**src/rtl/vector_dot_mac.sv**
```systemverilog
// vector_dot_mac
// Sequential dot-product multiply-accumulate unit. A start request in IDLE
// captures two packed vectors and the mode bits, then one element product
// per clock is added into an internal sum through a single shared
// multiplier. The finished sum is written to the result register c.
//
// Ports
//   clk          single clock, rising edge
//   rst          asynchronous active-high reset
//   start        request a new operation (sampled only in IDLE)
//   signed_mode  1 = two's-complement operands/result, 0 = unsigned
//   accumulate   1 = add to current c, 0 = start from zero
//   a_flat       vector A, element i at [DATA_W*i +: DATA_W]
//   b_flat       vector B, same packing
//   c            result register
//   busy         high while an operation is in progress
//   done         one-cycle completion pulse
//   overflow     sticky accumulation-overflow flag
module vector_dot_mac #(
    parameter int DATA_W  = 8,
    parameter int VEC_LEN = 16,
    parameter int ACC_W   = 2 * DATA_W + $clog2(VEC_LEN)
) (
    input  logic                      clk,
    input  logic                      rst,
    input  logic                      start,
    input  logic                      signed_mode,
    input  logic                      accumulate,
    input  logic [VEC_LEN*DATA_W-1:0] a_flat,
    input  logic [VEC_LEN*DATA_W-1:0] b_flat,
    output logic [ACC_W-1:0]          c,
    output logic                      busy,
    output logic                      done,
    output logic                      overflow
);

    localparam int IDX_W  = (VEC_LEN > 1) ? $clog2(VEC_LEN) : 1;
    localparam int PROD_W = 2 * DATA_W;
    localparam int VEC_W  = VEC_LEN * DATA_W;

    typedef enum logic [1:0] {
        IDLE,
        MAC,
        FINISH
    } state_t;

    state_t state_q, state_d;

    logic [VEC_W-1:0] a_q, a_d;
    logic [VEC_W-1:0] b_q, b_d;
    logic             signed_q, signed_d;
    logic [IDX_W-1:0] idx_q, idx_d;
    logic [ACC_W-1:0] sum_q, sum_d;
    logic [ACC_W-1:0] c_q, c_d;
    logic             done_q, done_d;
    logic             overflow_q, overflow_d;

    logic [DATA_W-1:0] a_elem, b_elem;
    logic [PROD_W-1:0] a_wide, b_wide, prod;
    logic [ACC_W-1:0]  prod_ext;
    logic [ACC_W:0]    add_full;
    logic [ACC_W-1:0]  sum_next;
    logic              add_ovf;
    logic              last_elem;

    // Single shared multiplier: the current element is selected by idx_q.
    // Operands are widened to the full product width first, so the low
    // PROD_W bits of the product are exact in both signed and unsigned mode.
    always_comb begin
        a_elem   = a_q[int'(idx_q) * DATA_W +: DATA_W];
        b_elem   = b_q[int'(idx_q) * DATA_W +: DATA_W];
        a_wide   = {{(PROD_W - DATA_W){signed_q & a_elem[DATA_W-1]}}, a_elem};
        b_wide   = {{(PROD_W - DATA_W){signed_q & b_elem[DATA_W-1]}}, b_elem};
        prod     = a_wide * b_wide;
        prod_ext = {{(ACC_W - PROD_W){signed_q & prod[PROD_W-1]}}, prod};
        add_full = {1'b0, sum_q} + {1'b0, prod_ext};
        sum_next = add_full[ACC_W-1:0];
        // Unsigned overflow is the carry out; signed overflow is two
        // same-sign operands giving a result of the opposite sign.
        if (signed_q) begin
            add_ovf = (sum_q[ACC_W-1] == prod_ext[ACC_W-1]) &&
                      (sum_next[ACC_W-1] != sum_q[ACC_W-1]);
        end else begin
            add_ovf = add_full[ACC_W];
        end
        last_elem = (idx_q == IDX_W'(VEC_LEN - 1));
    end

    // State register
    always_ff @(posedge clk or posedge rst) begin
        if (rst) begin
            state_q <= IDLE;
        end else begin
            state_q <= state_d;
        end
    end

    // Next-state logic
    always_comb begin
        state_d = state_q;
        case (state_q)
            IDLE:    if (start) state_d = MAC;
            MAC:     if (last_elem) state_d = FINISH;
            FINISH:  state_d = IDLE;
            default: state_d = IDLE;
        endcase
    end

    // Output logic
    always_comb begin
        busy = (state_q != IDLE);
    end

    // Datapath next values
    always_comb begin
        a_d        = a_q;
        b_d        = b_q;
        signed_d   = signed_q;
        idx_d      = idx_q;
        sum_d      = sum_q;
        c_d        = c_q;
        done_d     = 1'b0;
        overflow_d = overflow_q;
        case (state_q)
            IDLE: begin
                if (start) begin
                    a_d      = a_flat;
                    b_d      = b_flat;
                    signed_d = signed_mode;
                    idx_d    = '0;
                    sum_d    = accumulate ? c_q : '0;
                    // A fresh (non-accumulating) operation starts a new
                    // overflow history; accumulating keeps it sticky.
                    if (!accumulate) overflow_d = 1'b0;
                end
            end
            MAC: begin
                sum_d = sum_next;
                idx_d = idx_q + IDX_W'(1);
                if (add_ovf) overflow_d = 1'b1;
            end
            FINISH: begin
                c_d    = sum_q;
                done_d = 1'b1;
            end
            default: ;
        endcase
    end

    // Datapath registers
    always_ff @(posedge clk or posedge rst) begin
        if (rst) begin
            a_q        <= '0;
            b_q        <= '0;
            signed_q   <= 1'b0;
            idx_q      <= '0;
            sum_q      <= '0;
            c_q        <= '0;
            done_q     <= 1'b0;
            overflow_q <= 1'b0;
        end else begin
            a_q        <= a_d;
            b_q        <= b_d;
            signed_q   <= signed_d;
            idx_q      <= idx_d;
            sum_q      <= sum_d;
            c_q        <= c_d;
            done_q     <= done_d;
            overflow_q <= overflow_d;
        end
    end

    assign c        = c_q;
    assign done     = done_q;
    assign overflow = overflow_q;

endmodule

```
**config.mk**
```make
export PLATFORM = sky130hd
export DESIGN_NAME = vector_dot_mac
export DESIGN_NICKNAME = d
export VERILOG_FILES = /design/src/rtl/vector_dot_mac.sv
export SDC_FILE = /design/constraint.sdc
export NUM_CORES = 1
export LEC_CHECK = 0
export CAP_MARGIN = 20
export CORE_MARGIN = 2
export CORE_UTILIZATION = 40
export DETAILED_ROUTE_END_ITERATION = 8
export GPL_TIMING_DRIVEN = 0
export SLEW_MARGIN = 15
export SYNTH_ARGS = -nofsm -noshare
export SYNTH_HDL_FRONTEND = slang
export SYNTH_SLANG_ARGS = --single-unit
```
**constraint.sdc**
```tcl
create_clock -name clk -period 24.8 [get_ports clk]
set_clock_uncertainty 0.2 [all_clocks]
set_input_delay 4.96 -clock clk [delete_from_list [all_inputs] [get_ports clk]]
set_output_delay 4.96 -clock clk [all_outputs]
set_load 0.02 [all_outputs]
```
==> flow_metrics.tcl <==
set metrics [dict create \
    hold_path.startpoint "b_q[30]" \
    critPathKind "reg -> reg" \
    die_height_um 213 \
    place.gp.congestion 0.879 \
    detail_route.wl_per_cell_um 19.7 \
    cts_hold_buf 0 \
    post-route-drc-count 0 \
    synth.top_cell.area_share_pct 43.9 \
    antenna_found_initial 0 \
    clock_latency_ns 0.55 \
    worst_hold_path_type "reg -> reg" \
    startpoint "idx_q[1]" \
    critical_path.reg2reg.startpoint "idx_q[1]" \
    initial_utilization_pct 40.5 \
    drt_first_pass_iters 5 \
    cts_resized 0 \
    worst-endpoint-required_ns 25.03 \
    placementRows 76 \
    antenna_cells_inserted 0 \
    rsz0062_at_grt "false" \
    critical_path_buffer_and_inverter_count 8 \
    synthDistinctLibCells 63 \
    synthTopCellsByArea "dfrtp_1 (44%), nand2_1 (18%), fa_1 (7.4%)" \
    synth_edf_count 0 \
    route.final.wire_length_um 55900 \
    most_used_dff_post_synth "dfrtp_1" \
    critical-path-top-delay-family "adder cells" \
    dr_total_vias 14500 \
    clkSinkCount 305 \
    post_cts_buffers 0 \
    final_common_cell "nand2_1" \
    final_antenna_net_count 0 \
    die_width_um 213 \
    grt_util_all_layers_pct 25.3 \
    drv.max_cap_violation_count 0 \
    timing.slew.headroom_pct 31.9 \
    globalRouteMet2Util_pct 40.4 \
    synth.yosys.seq_area_share_pct 43.9 \
    global_route.overflow_total 0 \
    critical_path_peak_fanout 10 \
    areaGrowthSynthToFinish_pct 27.7 \
    hold_violations 0 \
    layout-drive-gt1-share_pct 6.58 \
    final-instance-count-excl-fill 2833 \
    cts_max_level 2 \
    die_area_um2 45200 \
    postSynthRegisterBits 305 \
    final_max_slew_viol_count 0 \
    clock_tree.buffer_depth 3 \
    setup_viol 0 \
    met1_usage_pct 33.6 \
    finalWorstPathRequiredPeriod_ns 9.49 \
    layout_worst_path_cycle_share_pct 38.3 \
    yosys_warnings 0 \
    post_synthesis_cell_count 1903 \
    port_buffers 283 \
    filler_cell_count 4076 \
    achievable-frequency_mhz 105 \
    layout_common_cells "nand2_1 (845), dfrtp_1 (305), clkdlybuf4s50_1 (283)" \
    clk_pin_slew_ns 0.06 \
    final_nets 2605 \
    tritoncts "built" \
    crit_path_top_delay_cell "clkbuf_1" \
    grt_busiest_layer "met2" \
    grt.met3_usage_pct 5.55 \
    worstSetupStartpointType "register" \
    syn-mean-instance-area_um2 9.15 \
    run_status "completed" \
    io_pins 284 \
    worstSetupEndpointType "register" \
    synthArstFlopShare_pct 100 \
    vias_per_cell 5.13 \
    place_hpwl_um 43400 \
    grt_start_max_net_pins 114 \
    delay_contributed_by_the_slowest_stage_of_the_critical_path_ns 0.80 \
    syn-num-nets 2282 \
    grt_pass1_wl_um 85600 \
    numCtsBuffers 36 \
    synth.cell_area_um2 17400 \
    first_iter_violations 983 \
    dp_cells 2773 \
    fin_setup_tns_ns 0 \
    worst-slew-pin-transition_ns 1.02 \
    arrival_ns 9.72 \
    grt_pass1_vias 15200 \
    design.core.area_um2 43000 \
    post_synth_top_area_cell "dfrtp_1" \
    ctsRootBufferMaster "clkbuf_16" \
]
[worst register-to-register path: cells and delay by family, from the launching register on]
family                     cells  cell delay [ns]
AOI/OAI and AO/OA              9             2.10
xor gates and xnor gates       1             0.20
adders and majority gates      7             3.27
buffers and inverters          8             1.83
DFF                            1             0.37
muxes                          1             0.46
and+or+nand+nor                3             0.95
[state kept, by name (all words and copies together), names as in the netlist]
signal / cells
a_q: 128
b_q: 128
c: 20
done: 1
idx_q: 4
overflow: 1
signed_q: 1
state_q: 2
sum_q: 20
[through the flow]
stage	hold WS [ns]	util [%]	instance area (um2)	setup WS (ns)
2_1_floorplan	0.237	-	17400	11.21
3_3_place_gp	0.253	48.8	21000	7.42
4_1_cts	0.272	51.7	22200	15.35
5_1_grt	0.282	51.7	22200	14.95
3_5_place_dp	0.258	48.9	21000	15.36
6_report	0.268	51.7	22200	15.31
[cell families after synthesis]
| family | count (synthesis) | share of synthesized area (%) |
|---|---|---|
| AO/OA/AOI/OAI | 168 | 7.07 |
| XOR/XNOR | 32 | 1.76 |
| adder cells (fa/ha/maj) | 118 | 11.2 |
| buffers and inverters | 189 | 4.53 |
| flip-flops | 305 | 43.9 |
| multiplexers | 116 | 9.14 |
| AND/OR/NAND/NOR | 975 | 22.4 |
[area by class of cell]
cell class,count,area (um2),area share (%)
multi-input combinational,1409,8980,40.4
sequential,305,7630,34.3
timing repair buffer,285,2890,13.0
clock buffer,52,1080,4.87
tap,585,732,3.29
buffer,101,458,2.06
inverter,88,338,1.52
clock inverter,8,108,0.484
[cell usage after synthesis (3+ instances only)]
master	count
a211oi_1	11
a21o_1	10
a21oi_1	27
a221oi_1	27
a221oi_2	5
a22oi_1	16
a31oi_1	8
and2_1	41
and3_1	15
buf_1	7
buf_2	8
buf_4	10
clkbuf_1	73
dfrtp_1	305
fa_1	64
ha_1	54
inv_1	86
mux2_2	20
mux2i_1	64
mux4_2	31
nand2_1	845
nand2b_1	6
nand3_1	21
nand4_1	4
nor2_1	25
nor2b_1	3
nor3_1	5
o21a_1	7
o21ai_0	17
o21ai_1	15
o21bai_1	3
xnor2_1	20
xor2_1	10
[per-layer routing]
metal	vias up	routed length [um]
met4	0	2200
met1	7130	23900
met2	455	26100
li1	6838	-
met3	109	3740
met5	-	0
[worst paths after layout]
check | end | slack [ns] | cells after the start
setup / recovery | overflow | 15.31 | 29
hold / removal | b_q[30] | 0.27 | 2
setup reg to reg | overflow | 15.31 | 29
hold reg to reg | b_q[30] | 0.27 | 2
max in group asynchronous | a_q[100] | 18.16 | 4
min in group asynchronous | c[1] | 4.70 | 2
Power is not shown: default switching activity piles up to over one toggle a cycle in this logic, so the estimate is an artifact.
